**src/rtl/mem_arbiter.sv**
```systemverilog
// Core/debug data-memory arbiter: core priority with debug anti-starvation and an exclusive debug lock.
// Grant in 0 cycles, read data 1 cycle after grant; the loser of a cycle sees gnt low (c_stall for the core).
module mem_arbiter #(
   parameter int ADDR_W   = 10,
   parameter int DATA_W   = 64,
   parameter int MAX_WAIT = 4
) (
   input  logic                clk,
   input  logic                rst,
   input  logic                c_req,
   input  logic                c_we,
   input  logic [ADDR_W-1:0]   c_addr,
   input  logic [DATA_W-1:0]   c_wdata,
   input  logic [DATA_W/8-1:0] c_be,
   output logic                c_gnt,
   output logic                c_stall,
   output logic                c_rvalid,
   output logic [DATA_W-1:0]   c_rdata,
   input  logic                d_req,
   input  logic                d_we,
   input  logic [ADDR_W-1:0]   d_addr,
   input  logic [DATA_W-1:0]   d_wdata,
   input  logic [DATA_W/8-1:0] d_be,
   input  logic                d_lock,
   output logic                d_gnt,
   output logic                d_rvalid,
   output logic [DATA_W-1:0]   d_rdata,
   output logic                m_en,
   output logic                m_we,
   output logic [ADDR_W-1:0]   m_addr,
   output logic [DATA_W-1:0]   m_wdata,
   output logic [DATA_W/8-1:0] m_be,
   input  logic [DATA_W-1:0]   m_rdata,
   output logic                locked
);

   typedef enum logic {ARB = 1'b0, LOCKED = 1'b1} state_t;

   localparam logic [2:0] WAIT_LIM = 3'(MAX_WAIT - 1);

   state_t     state_q, state_d;
   logic [2:0] wait_cnt_q, wait_cnt_d;
   logic       starve_q, starve_d;
   logic       owner_q, owner_d;   // 1 = debug owns the pending read
   logic       rvalid_q, rvalid_d;
   logic       arb_mode;

   // A LOCKED cycle with d_lock low is already arbitrated normally.
   assign arb_mode = (state_q == ARB) | ~d_lock;

   always_ff @(posedge clk) begin
      if (rst) begin
         state_q    <= ARB;
         wait_cnt_q <= 3'd0;
         starve_q   <= 1'b0;
         owner_q    <= 1'b0;
         rvalid_q   <= 1'b0;
      end else begin
         state_q    <= state_d;
         wait_cnt_q <= wait_cnt_d;
         starve_q   <= starve_d;
         owner_q    <= owner_d;
         rvalid_q   <= rvalid_d;
      end
   end

   always_comb begin
      state_d    = state_q;
      wait_cnt_d = wait_cnt_q;
      starve_d   = starve_q;
      owner_d    = owner_q;
      rvalid_d   = m_en & ~m_we;
      if (m_en && !m_we) begin
         owner_d = d_gnt;
      end
      if (!arb_mode) begin
         state_d    = LOCKED;
         wait_cnt_d = 3'd0;
         starve_d   = 1'b0;
      end else begin
         state_d = (d_gnt && d_lock) ? LOCKED : ARB;
         if (d_gnt) begin
            wait_cnt_d = 3'd0;
            starve_d   = 1'b0;
         end else if (d_req) begin
            wait_cnt_d = (wait_cnt_q == 3'd7) ? 3'd7 : wait_cnt_q + 3'd1;
            if (wait_cnt_q == WAIT_LIM) begin
               starve_d = 1'b1;
            end
         end
      end
   end

   always_comb begin
      d_gnt = 1'b0;
      c_gnt = 1'b0;
      if (!rst) begin
         if (arb_mode) begin
            d_gnt = d_req & (~c_req | starve_q);
            c_gnt = c_req & ~d_gnt;
         end else begin
            d_gnt = d_req;
         end
      end
      c_stall  = c_req & ~c_gnt;
      m_en     = c_gnt | d_gnt;
      m_we     = (c_gnt & c_we) | (d_gnt & d_we);
      m_addr   = d_gnt ? d_addr  : c_addr;
      m_wdata  = d_gnt ? d_wdata : c_wdata;
      m_be     = d_gnt ? d_be    : c_be;
      c_rvalid = rvalid_q & ~owner_q & ~rst;
      d_rvalid = rvalid_q & owner_q & ~rst;
      c_rdata  = c_rvalid ? m_rdata : '0;
      d_rdata  = d_rvalid ? m_rdata : '0;
      locked   = (state_q == LOCKED) & ~rst;
   end

endmodule

```
**config.mk**
```make
export PLATFORM = sky130hd
export DESIGN_NAME = mem_arbiter
export DESIGN_NICKNAME = d
export VERILOG_FILES = /design/src/rtl/mem_arbiter.sv
export SDC_FILE = /design/constraint.sdc
export NUM_CORES = 1
export LEC_CHECK = 0
export CORE_AREA = 2 2 175 177
export CTS_CLUSTER_DIAMETER = 30
export CTS_CLUSTER_SIZE = 14
export DETAILED_ROUTE_END_ITERATION = 16
export DIE_AREA = 0 0 177 179
export PLACE_DENSITY = 0.47
export REMOVE_ABC_BUFFERS = 1
export SYNTH_ARGS = -nofsm -noshare
export SYNTH_HDL_FRONTEND = slang
export SYNTH_SLANG_ARGS = --single-unit
```
**constraint.sdc**
```tcl
create_clock -name clk -period 2.9 [get_ports clk]
set_input_delay 0.58 -clock clk [delete_from_list [all_inputs] [get_ports clk]]
set_output_delay 0.58 -clock clk [all_outputs]
set_load 0.05 [all_outputs]
```
==> results by group, run 1 <==
Worst setup path
  – Worst Path Buf+Inv: 5
  – Slowest-stage cell, CP: mux2_2
  – Crit-path cells: dlygate4sd2_1, a21bo_4, o21ai_4, buf_6, bufbuf_16, buf_4, mux2_2, buf_4
  – R2r worst-path depth: 6
  – Cell mode on critical path: buf_4
  – CP peak stage delay: 0.32 ns
  – Critical Path RT: between 2 and 2.5 ns
  – Worst setup startpoint: c_req
  – Critical Path Stages: 8
  – R2R Path Start: state_q
  – Critical Path AT: around 2.2 ns
  – Critical Path End Type: output port
  – R2R setup slack: roughly 1.4 ns
  – Cell family with most CP delay: buffers and inverters
  – CP Class: input pin to output port
  – R2r endpoint: rvalid_q
  – Worst Setup EP: m_wdata[1]
  – Peak fanout along the critical path: 6
  – Crit path launch type: input pin

Route
  – Initial drt markers: 49
  – Met3 WL post-DR: 2.04 mm
  – Post-Route M1 WL: 6.55 mm
  – Met2 routed WL: 10.2 mm
  – WL/cell: between 15 and 20 microns
  – Pre-antenna DRT Iters: 3
  – DR vias/cell: around 3.4
  – DRC errors left: 0
  – DR vias: about 3,800
  – Final ANT Viol Nets: 0
  – Final wirelength: 18.9 mm
  – Max Used Layer: met4

Synthesis
  – Simple-gate share of the synthesized area: 37.7%
  – Post-synthesis adder-cell area fraction: 0.529%
  – Cells after synthesis: 278
  – Proportion of synthesized area in mux cells: 44.7%
  – Yosys cell types: 28
  – Cell Area, Synth: 2370 sq um
  – Synth Area in Compound Gates: 4.39%
  – Synthesized flop and latch total: 7
  – Synth Flop Type: dfxtp_1
  – Seq/Total Area, Yosys: 5.92%
  – Xor and xnor area share after synthesis: 0%
  – Largest family of logic cells by synthesized area: multiplexers
  – Yosys warnings: 0
  – Average size of a mapped cell: 8.52 sq um
  – EDFF count, synth: 0
  – Asr flop ratio synth: 0%

Layout
  – Fin area: 9060 sq um
  – N_diodes: 0
  – Share of cells above drive strength 1: between 40% and 50%
  – Nets: around 990
  – Fillers: 3,139
  – Area Growth Syn to Fin: 283%
  – Area occupied by registers: approximately 140 sq um
  – Highest-count cells in the layout ignoring fill and taps: clkdlybuf4s50_1, buf_12, and2_1, buf_4, mux2_2
  – Multi-input gate area: 2090 sq um
  – Final core occ: 30.2%
  – Commonest non-fill, non-tap cell in the layout: clkdlybuf4s50_1

STA
  – Fin crit share: 96.7%
  – Worst slew pin tran: 0.480 ns
  – Post-layout min period: around 2.8 ns
  – Max Clk Rate: 357 MHz
  – Max-slew headroom: 67.7%
  – Clock skew: 0.00105 ns
  – Max Slew Vio Count: 0
  – Post-Route Setup TNS: 0 ns
  – Final Setup Violations: 0
  – RSZ-0062 raised after global routing: no
  – Final Hold Viols: 0

Global route
  – Grt total ovfl: 0
  – GRT Util Overall: ~11%
  – Initial antenna violation count: 0
  – Largest net degree at the start of global routing: 32
  – First-pass GRT wire length: 25.4 mm
  – Vias in the first global route: approximately 4,000

Die
  – I/O pins: 453
  – Die height: 179 microns
  – Die area: roughly 32,000 sq um
  – Initial Utilization: 7.88%
  – Row cnt: 64
  – Die W: 177 microns
  – Core area: about 30,000 sq um

Clocking
  – CTS Sinks: 7
  – Clk slew on worst S/H paths: 0.04 ns
  – CTS Root Cell: clkbuf_16
  – Cts bufs inserted: 3
  – Clk_lat worst skew: ~0.23 ns
  – CTS tree: built
  – H-tree depth: 1
  – Maximum clock path buffer count: 2

Flow run
  – # Max-Cap Violations: 0

Power and ir drop
  – Pwr per Cell Area: 198 nW/um^2
  – Peak supply drop: 0.155 mV
  – Pleak: approximately 3.8 nW
  – Total Power: 0.00180 W

Placed design
  – RD Place Congestion: 0.710
  – Port bufs: ~450
  – Post-detail-place hpwl: 17.2 mm
  – Area of placed instances: 8790 sq um

Status
  – Status: complete, no violations

Worst hold path
  – Worst min-delay path class: register to register
-- worst min-delay path, delay by kind of cell, from the launching register on --
family          cells  cell delay [ns]
simple gates        1             0.08
compound gates      1             0.05
flops               1             0.31
-- worst min-delay path by stage --
stage,start,to,slack [ns],depth (start not counted)
floorplan,wait_cnt_q[1],wait_cnt_q[1],0.47,2
global placement,wait_cnt_q[1],wait_cnt_q[1],0.48,2
detailed placement,wait_cnt_q[1],wait_cnt_q[1],0.49,2
CTS,wait_cnt_q[1],wait_cnt_q[1],0.50,2
global route,wait_cnt_q[2],wait_cnt_q[2],0.55,2
finish,wait_cnt_q[1],wait_cnt_q[1],0.50,2
-- power breakdown --
part           internal (W)  switching, W
Combinational      0.000737      0.000724
Clock              0.000183     0.0000485
Sequential         0.000102    0.00000308
Total               0.00102      0.000776
-- through the flow --
stage / instances / setup WS [ns] / hold slack [ns]
finish: 1145 / 0.0963 / 0.498
CTS: 1145 / 0.0111 / 0.498
detailed placement: 1135 / -0.0901 / 0.491
global placement: 1135 / -0.0521 / 0.483
global route: 1145 / 0.0209 / 0.551
floorplan: 253 / -2.21 / 0.467
-- flip-flops by register name, summed over array words and instances (netlist names) --
register	flops
wait_cnt_q	3
owner_q	1
rvalid_q	1
starve_q	1
state_q	1
-- layer usage --
| metal | vias up | GRT usage (%) |
|---|---|---|
| met4 | 0 | 1.24 |
| li1 | 1868 | - |
| met1 | 1702 | 11.4 |
| met3 | 6 | 3.31 |
| met2 | 269 | 21.1 |
| met5 | - | 0 |
-- synthesized netlist by cell type, types with 2 or more instances --
cell type / n / area share [%]
nor2_1: 4 / 0.63
mux2_2: 46 / 22
dfxtp_1: 7 / 5.9
and2_1: 128 / 34
a21oi_1: 5 / 1.1
inv_1: 4 / 0.63
clkbuf_2: 2 / 0.42
mux2_4: 36 / 23
nor2b_1: 3 / 0.79
clkbuf_1: 13 / 2.1
buf_2: 5 / 1.1
nand2_1: 2 / 0.32
nor3b_1: 4 / 1.3
buf_6: 5 / 2.4
-- cells by family after synthesis --
logic type               count (synthesis)
AND/OR/NAND/NOR                        144
multiplexers                            82
buffers and inverters                   30
AO/OA/AOI/OAI                           14
flip-flops                               7
adder cells (fa/ha/maj)                  1
-- timing repair --
item,4_1_cts,5_1_grt
endpoints found under the hold margin,0,0
hold buffers,0,0
cloned,2,0
gates resized for setup,25,7
setup buffers,4,0
pin swaps,1,1
setup endpoints to repair,79,21
-- cell type report --
type                       instances  area share [%]
timing repair buffer             492            68.8
multi-input combinational        241            23.1
tap                              396            5.47
sequential                         7            1.55
clock buffer                       4           0.870
inverter                           5           0.207
No activity file was read; power rests on OpenSTA's default activity.
==> inputs of run 2 (changes only) <==
--- a/config.mk
+++ b/config.mk
@@ -5,6 +5,7 @@
 export SDC_FILE = /design/constraint.sdc
 export NUM_CORES = 1
 export LEC_CHECK = 0
+export CAP_MARGIN = 20
 export CORE_AREA = 2 2 175 177
 export CTS_CLUSTER_DIAMETER = 30
 export CTS_CLUSTER_SIZE = 14
==> results of run 2 <==
No change in the layout: final DEF, timing and power equal those of run 1.
==> inputs of run 3 (changes only) <==
--- a/config.mk
+++ b/config.mk
@@ -11,6 +11,7 @@
 export CTS_CLUSTER_SIZE = 14
 export DETAILED_ROUTE_END_ITERATION = 16
 export DIE_AREA = 0 0 177 179
+export GPL_TIMING_DRIVEN = 0
 export PLACE_DENSITY = 0.47
 export REMOVE_ABC_BUFFERS = 1
 export SYNTH_ARGS = -nofsm -noshare
==> run 3 against run 2 <==
  * Sequential power about the same
  * Critical path depth unchanged
  * Core utilization down 5.6 points
  * Cell area shrank 19%
  * Clock-buffer cell count unchanged
  * Largest cell class unchanged
  * Die area stayed put
  * Worst hold slack lost 0.0012 ns
  * Register-to-register slack improved by 0.07 ns
  * Non-clock buffer count is 17 lower
  * Fmax down 1.8%
  * Clock power barely moved
==> results by group, run 3 (same netlist as run 1, synthesis figures left out) <==
Worst setup path
  – CP Class: input pin to output port
  – Worst Setup EP: m_wdata[34]
  – R2r endpoint: state_q
  – R2R Path Start: state_q
  – Worst setup startpoint: d_lock
  – Crit path launch type: input pin
  – Peak fanout along the critical path: 5 (-1)
  – R2R setup slack: 1.51 ns (+0.07 ns)
  – Critical Path RT: 2.32 ns (about the same)
  – Critical Path AT: 2.27 ns (+0.05 ns)
  – Critical Path End Type: output port
  – R2r worst-path depth: 6 (unchanged)

Power and ir drop
  – Pwr per Cell Area: 216 nW/um^2 (+9.0%)
  – Pleak: 3.46 nW (-9.6%)
  – Peak supply drop: 0.155 mV (+0.40%)

Layout
  – Share of cells above drive strength 1: 32.8% (-14 points)
  – Highest-count cells in the layout ignoring fill and taps: clkdlybuf4s50_1, and2_1, dlygate4sd2_1, buf_2, mux2_2
  – Area Growth Syn to Fin: 212%
  – N_diodes: 0 (unchanged)
  – Fillers: 3,303 (+5.2%)
  – Max reg flops: 3 (unchanged)
  – Commonest non-fill, non-tap cell in the layout: clkdlybuf4s50_1
  – Final core occ: 24.6% (-5.6 points)
  – Nets: 969 (-1.7%)
  – Fin area: 7380 sq um (-19%)
  – Reg with most FFs: wait_cnt_q

Route
  – WL/cell: 15.5 microns (-6.1%)
  – Final wirelength: 17.5 mm (-7.5%)
  – Final ANT Viol Nets: 0 (unchanged)
  – DR vias: 3,676 (-4.4%)
  – DRC errors left: 0 (unchanged)
  – Pre-antenna DRT Iters: 4 (+1)
  – Initial drt markers: 53 (+8.2%)
  – DR vias/cell: 3.26 (-3.0%)

Clocking
  – H-tree depth: 1 (unchanged)
  – Clk_lat worst skew: 0.23 ns (about the same)
  – Hold Buf Count CTS: 0 (unchanged)
  – CTS Sinks: 7 (unchanged)
  – Cts bufs inserted: 3 (unchanged)
  – CTS tree: built
  – Clk slew on worst S/H paths: 0.04 ns (about the same)
  – Maximum clock path buffer count: 2 (unchanged)
  – CTS Root Cell: clkbuf_16

STA
  – Post-Route Setup TNS: 0 ns (unchanged)
  – Worst slew pin tran: 0.612 ns (+0.132 ns)
  – Fin crit share: 98.4% (+1.7 points)
  – Final WS setup: 0.0459 ns (-0.0504 ns)
  – Final Hold Viols: 0 (unchanged)
  – Max-slew headroom: 59.1% (-8.5 points)
  – Max Slew Vio Count: 0 (unchanged)
  – Final Setup Violations: 0 (unchanged)
  – Max Clk Rate: 350 MHz (-1.8%)
  – Post-layout min period: 2.85 ns (+0.0504 ns)
  – Clock skew: 0.00201 ns (+0.000965 ns)

Die
  – Row cnt: 64 (unchanged)
  – Die area: 31,700 sq um (unchanged)
  – Initial Utilization: 7.88% (unchanged)
  – Die height: 179 microns (unchanged)
  – I/O pins: 453 (unchanged)
  – Core area: 30,000 sq um (unchanged)
  – Die W: 177 microns (unchanged)

Global route
  – GRT Util Overall: 9.80% (-0.92 points)
  – Initial antenna violation count: 0 (unchanged)
  – Largest net degree at the start of global routing: 21 (-34%)
  – First-pass GRT wire length: 23.1 mm (-9.0%)
  – Vias in the first global route: 3,636 (-7.4%)
  – Grt total ovfl: 0 (unchanged)

Placed design
  – Pre-CTS setup slack: -1.26 ns (-1.17 ns)
  – Post-detail-place hpwl: 15.4 mm (-10%)
  – Area of placed instances: 7400 sq um (-16%)
  – RD Place Congestion: 0.696 (-2.0%)
  – Port bufs: 452 (unchanged)

Flow run
  – # Max-Cap Violations: 0 (unchanged)

Worst hold path
  – Worst min-delay path class: register to register

Status
  – Status: complete, no violations
## run 3: cell count changes in the layout (fill, tap and decap cells not counted), sizes merged
| cell | previous run | this run |
|---|---|---|
| clkbuf | 4 | 21 |
| clkdlybuf4s50 | 230 | 234 |
| buf | 257 | 91 |
| dlymetal6s2s | 0 | 1 |
| dlygate4sd2 | 3 | 72 |
| clkdlybuf4s15 | 1 | 57 |
| bufbuf | 1 | 3 |
## run 3: worst min-delay path by stage
| stage | start | endpoint | slack, ns | cells after the start |
|---|---|---|---|---|
| after floorplan | wait_cnt_q[1] | wait_cnt_q[1] | 0.47 | 2 |
| after global placement | wait_cnt_q[1] | wait_cnt_q[1] | 0.49 | 2 |
| after detailed placement | wait_cnt_q[1] | wait_cnt_q[1] | 0.49 | 2 |
| after CTS | wait_cnt_q[1] | wait_cnt_q[1] | 0.50 | 2 |
| after global routing | wait_cnt_q[1] | wait_cnt_q[1] | 0.54 | 2 |
| final | wait_cnt_q[1] | wait_cnt_q[1] | 0.50 | 2 |
## run 3: report_power, final
| part | internal (W) | total (W) | switching (W) |
|---|---|---|---|
| clock network | 0.000183 | 0.000232 | 0.0000495 |
| registers | 0.000102 | 0.000105 | 0.00000351 |
| logic | 0.000572 | 0.00126 | 0.000688 |
## run 3: metal layers
| layer | up-vias | global-route usage (%) | routed length, microns |
|---|---|---|---|
| met2 | 263 | 20.5 | 9770 |
| met3 | 2 | 3.03 | 1990 |
| met4 | 0 | 0.207 | 12 |
| met5 | - | 0 | 0 |
| li1 | 1843 | - | - |
| met1 | 1568 | 9.81 | 5750 |
## run 3: area by class of cell
class	count	area (sq um)	area share [%]
timing repair buffer	475	4550	61.6
clock buffer	4	78.8	1.07
multi-input combinational	241	2100	28.5
tap	396	495	6.71
sequential	7	140	1.90
inverter	5	18.8	0.254
## run 3: repair_timing
item / 4_1_cts / 5_1_grt
setup buffers: 7 / 1
cloned: 5 / 0
resized for setup: 670 / 38
hold endpoints to repair: 0 / 0
pin swaps: 3 / 2
setup endpoints to repair: 218 / 117
## run 3: through the flow
step | hold WS (ns) | power, W | std cells
floorplan | 0.467 | 0.000778 | 253
global placement | 0.490 | 0.00141 | 1101
detailed placement | 0.490 | 0.00142 | 1111
CTS | 0.498 | 0.00162 | 1127
global route | 0.536 | 0.00167 | 1128
finish | 0.497 | 0.00160 | 1128
## run 3: critical path, stage by stage
cell and delay, ns:
dlygate4sd2_1 0.28, a21bo_4 0.25, o21ai_4 0.16, buf_12 0.15, buf_16 0.12, bufbuf_16 0.26, mux2_4 0.30, buf_6 0.15
